`src/rtl/ddpuf_spi.sv`:
```
// SPI mode-0 slave register file for the delay-difference PUF: START/COMPLETE
// handshake, 16-bit measurement Duration and read-only access to the 128-bit response.
module ddpuf_spi (
  input  logic         SCLK,
  input  logic         RST_N,
  input  logic         SS_N,
  input  logic         MOSI,
  output logic         MISO,
  output logic         CLK_OUT,
  input  logic         FSM_Complete,
  output logic         FSM_Start,
  output logic [15:0]  Duration,
  input  logic [127:0] PUF_Val
);

  localparam logic [6:0] ADDR_CTRL  = 7'h00;
  localparam logic [6:0] ADDR_DUR_L = 7'h01;
  localparam logic [6:0] ADDR_DUR_H = 7'h02;

  logic [4:0]  bit_cnt;
  logic [14:0] shift_in;
  logic        start_q;
  logic [7:0]  dur_l;
  logic [7:0]  dur_h;
  logic [7:0]  out_sr;

  logic        commit_write;
  logic [6:0]  wr_addr;
  logic [7:0]  wr_data;
  logic        rd_req;
  logic [6:0]  rd_addr;
  logic [7:0]  rd_data;

  assign CLK_OUT = SCLK;

  // The 16th edge completes the frame: command sits in shift_in[14:7], data is shift_in[6:0] plus MOSI.
  assign commit_write = !SS_N && (bit_cnt == 5'd15) && !shift_in[14];
  assign wr_addr      = shift_in[13:7];
  assign wr_data      = {shift_in[6:0], MOSI};

  // After the 8th edge the command byte occupies shift_in[7:0].
  assign rd_req  = shift_in[7];
  assign rd_addr = shift_in[6:0];

  always_comb begin
    // NOTE: default assignment first so no path through the case leaves rd_data unassigned (no latch).
    rd_data = 8'h00;
    case (rd_addr)
      ADDR_CTRL:  rd_data = {6'b0, FSM_Complete, start_q};
      ADDR_DUR_L: rd_data = dur_l;
      ADDR_DUR_H: rd_data = dur_h;
      default: begin
        if (rd_addr[6:4] == 3'b001) rd_data = PUF_Val[{rd_addr[3:0], 3'b000} +: 8];
      end
    endcase
  end

  // Rising edge: frame framing, write commit and START auto-clear.
  always_ff @(posedge SCLK or negedge RST_N) begin
    if (!RST_N) begin
      bit_cnt  <= '0;
      shift_in <= '0;
      start_q  <= 1'b0;
      dur_l    <= '0;
      dur_h    <= '0;
    end else begin
      // NOTE: non-blocking assignments so every flop samples pre-edge values of the others.
      if (SS_N) begin
        bit_cnt  <= '0;
        shift_in <= '0;
      end else if (bit_cnt < 5'd16) begin
        bit_cnt  <= bit_cnt + 5'd1;
        shift_in <= {shift_in[13:0], MOSI};
      end

      if (commit_write && wr_addr == ADDR_CTRL) start_q <= wr_data[0];
      else if (FSM_Complete)                    start_q <= 1'b0;

      if (commit_write && wr_addr == ADDR_DUR_L) dur_l <= wr_data;
      if (commit_write && wr_addr == ADDR_DUR_H) dur_h <= wr_data;
    end
  end

  // Falling edge: load the read snapshot once the command is in, then shift it out MSB first.
  always_ff @(negedge SCLK or negedge RST_N) begin
    if (!RST_N) begin
      out_sr <= '0;
    end else if (SS_N || bit_cnt < 5'd8) begin
      out_sr <= '0;
    end else if (bit_cnt == 5'd8) begin
      out_sr <= rd_req ? rd_data : 8'h00;
    end else begin
      out_sr <= {out_sr[6:0], 1'b0};
    end
  end

  assign MISO      = out_sr[7] & !SS_N;
  assign FSM_Start = start_q;
  assign Duration  = {dur_h, dur_l};

endmodule

```
`config.mk`:
```
export PLATFORM = sky130hd
export DESIGN_NAME = ddpuf_spi
export DESIGN_NICKNAME = d
export VERILOG_FILES = /design/src/rtl/ddpuf_spi.sv
export SDC_FILE = /design/constraint.sdc
export NUM_CORES = 1
export LEC_CHECK = 0
export CAP_MARGIN = 10
export CORE_MARGIN = 2
export CORE_UTILIZATION = 45
export DETAILED_ROUTE_END_ITERATION = 8
export PLACE_DENSITY = 0.87
export SYNTH_ARGS = -nofsm -noshare
export SYNTH_HDL_FRONTEND = slang
export SYNTH_SLANG_ARGS = --single-unit
```
`constraint.sdc`:
```
create_clock -name SCLK -period 4.5 [get_ports SCLK]
set_clock_uncertainty 0.1 [all_clocks]
set_input_delay 0.9 -clock SCLK [delete_from_list [all_inputs] [get_ports SCLK]]
set_output_delay 0.9 -clock SCLK [all_outputs]
set_load 0.01 [all_outputs]
```
==> results.cfg <==
[setup_path]
end_kind = register
critPathMaxFanout = 1
path_class = input pin to register
cp.required_ps = 2410
start_kind = input pin
arrival_ps = 2380

[synth]
netlist_area_mm2 = 0.00327
synthArstFlopShare = 1.00
ys_warn_count = 0
synth_seq_cells = 45
synth_top_area_cell = dfrtp_1
synth-edff-count = 0
synth_area_leaders = dfrtp_1, mux2i_1, dfrtn_1
ys.flop_type = dfrtp_1
avgSynthCellArea_um2 = 9.47
ys_seq_area_frac = 0.345
netlist_instances = 345
synth_cell_types = 44
yosysTopAreaCellShare = 0.283
syn_nets = 481

[sta]
final.setup.tns_ps = 0
max-slew-margin-rel = 0.625
maxSlewViolCount = 0
hold_ws_ps = 244
worst_slew_pin_slew_ps = 561
finalHoldViolCount = 0
finalSetupViolCount = 0
rsz0062_at_grt = no

[detailed_routing]
wl_per_cell_um = 18.4
dr.pass1.iters = 5
vias = 3331
routed_wl_um = 10900
first_iter_violations = 160
ant_nets = 0
drc_errors = 0
viasPerCell = 5.61

[floorplanning]
ioPinCount = 152
core.rowCount = 31
core_mm2 = 0.00714
fp.dieW_um = 89.2
start_util = 0.458
die_h_um = 89.2
die_area_mm2 = 0.00796

[finish]
final_nets = 630
final_common_cell = clkdlybuf4s50_1
area_growth_pct = 54.0
layout_common_cells = clkdlybuf4s50_1, mux2i_1, dfrtp_1, nor2_1, a21oi_1
post-route-util = 0.705
drive_above_1_share = 0.0990
n_antenna_cell = 0

[grt]
gr-total-overflow = 0
grt_usage = 0.281
grt_pass1_wl_um = 16800
grt_pass1_vias = 3469
grt_start_max_net_pins = 51
antenna_found_initial = 0

[place]
gp_congestion = 0.811
detailed_place_hpwl_um = 8310
port_buffers = 151

[clocking]
path_clk_slew_ps = 70
cts_tree = yes
clk-insertion-delay-late_ps = 410

[min_path]
min_path_type = input pin to asynchronous set/reset pin

[pwr]
power_w = 0.00108
power_density_mw_per_mm2 = 215
peakVddDrop_uv = 235
power_leakage_nw = 1.99

[outcome]
status = complete, no violations

[flow_run]
maxCapViolCount = 0
-- layout make-up --
type | count | area, um2
fill | 556 | 2110
multi-input combinational | 266 | 1960
timing repair buffer | 166 | 1640
sequential | 45 | 1130
clock buffer | 11 | 148
tap | 99 | 124
inverter | 6 | 22.5
clock inverter | 1 | 8.76
-- sequential cells by signal, indices dropped and copies added, names as in the netlist --
name / count
dur_h: 8
out_sr: 8
dur_l: 8
bit_cnt: 5
FSM_Start: 1
shift_in: 15
-- final timing paths --
path	start	endpoint	slack, ps	cells after the start
hold / removal	RST_N	shift_in[2]	240	1
setup reg to reg	shift_in[0]	out_sr[4]	170	7
setup / recovery	PUF_Val[0]	out_sr[0]	30	5
hold reg to reg	out_sr[3]	out_sr[4]	350	2
max in group asynchronous	RST_N	out_sr[1]	1720	1
min in group SCLK	out_sr[3]	out_sr[4]	350	2
-- logic make-up (layout without fill, tap and decap cells) --
kind of cell	after synthesis	in the layout	share of synthesized area
buf+inv	34	184	0.0571
mux	84	84	0.278
flops	45	45	0.345
simple gates	101	101	0.152
compound gates	75	75	0.149
fa+ha+maj	3	3	0.0115
xor+xnor	3	3	0.00804
-- synthesized netlist by cell type, drive strengths merged, types with 4 or more instances --
cell / instances
o21ai: 12
dfrtp: 37
nand2: 24
inv: 5
nor2: 36
nor3b: 6
a211oi: 5
a31o: 7
nor2b: 5
buf: 19
nand3: 8
a22oi: 14
mux2i: 66
mux2: 14
o2111ai: 4
dfrtn: 8
clkbuf: 9
mux4: 4
nor4: 5
a21oi: 25
-- where the power goes --
part	total [W]	switching, W	internal [W]
Clock	0.000371	0.000157	0.000214
Sequential	0.000423	0.0000116	0.000412
Combinational	0.000290	0.000114	0.000176
Total	0.00108	0.000283	0.000801
-- per-layer routing --
| metal | vias to the layer above | share of wire | track usage |
|---|---|---|---|
| met5 | - | 0 | 0 |
| met4 | 0 | 0.034 | 0.142 |
| met3 | 31 | 0.090 | 0.0619 |
| met2 | 159 | 0.50 | 0.501 |
| met1 | 1576 | 0.37 | 0.315 |
| li1 | 1565 | - | - |
-- critical path, stage by stage --
cell	delay [ps]
clkdlybuf4s50_1	430
mux4_2	450
mux2_2	290
a221oi_2	250
nor4_1	70
-- stage by stage --
stage	std cells	setup WS [ps]	instance area (um2)
final	594	29.8	5030
after global routing	594	18.6	5030
after CTS	594	9.60	5030
after detailed placement	583	-459	4880
after global placement	583	-423	4880
after floorplan	345	50.6	3270
-- timing repair --
item	CTS	global route
gates resized for setup	2	2
setup buffers	0	0
pin swaps	0	1
hold buffers	0	0
endpoints found under the setup margin	2	2
No activity file was read; power rests on OpenSTA's default activity.
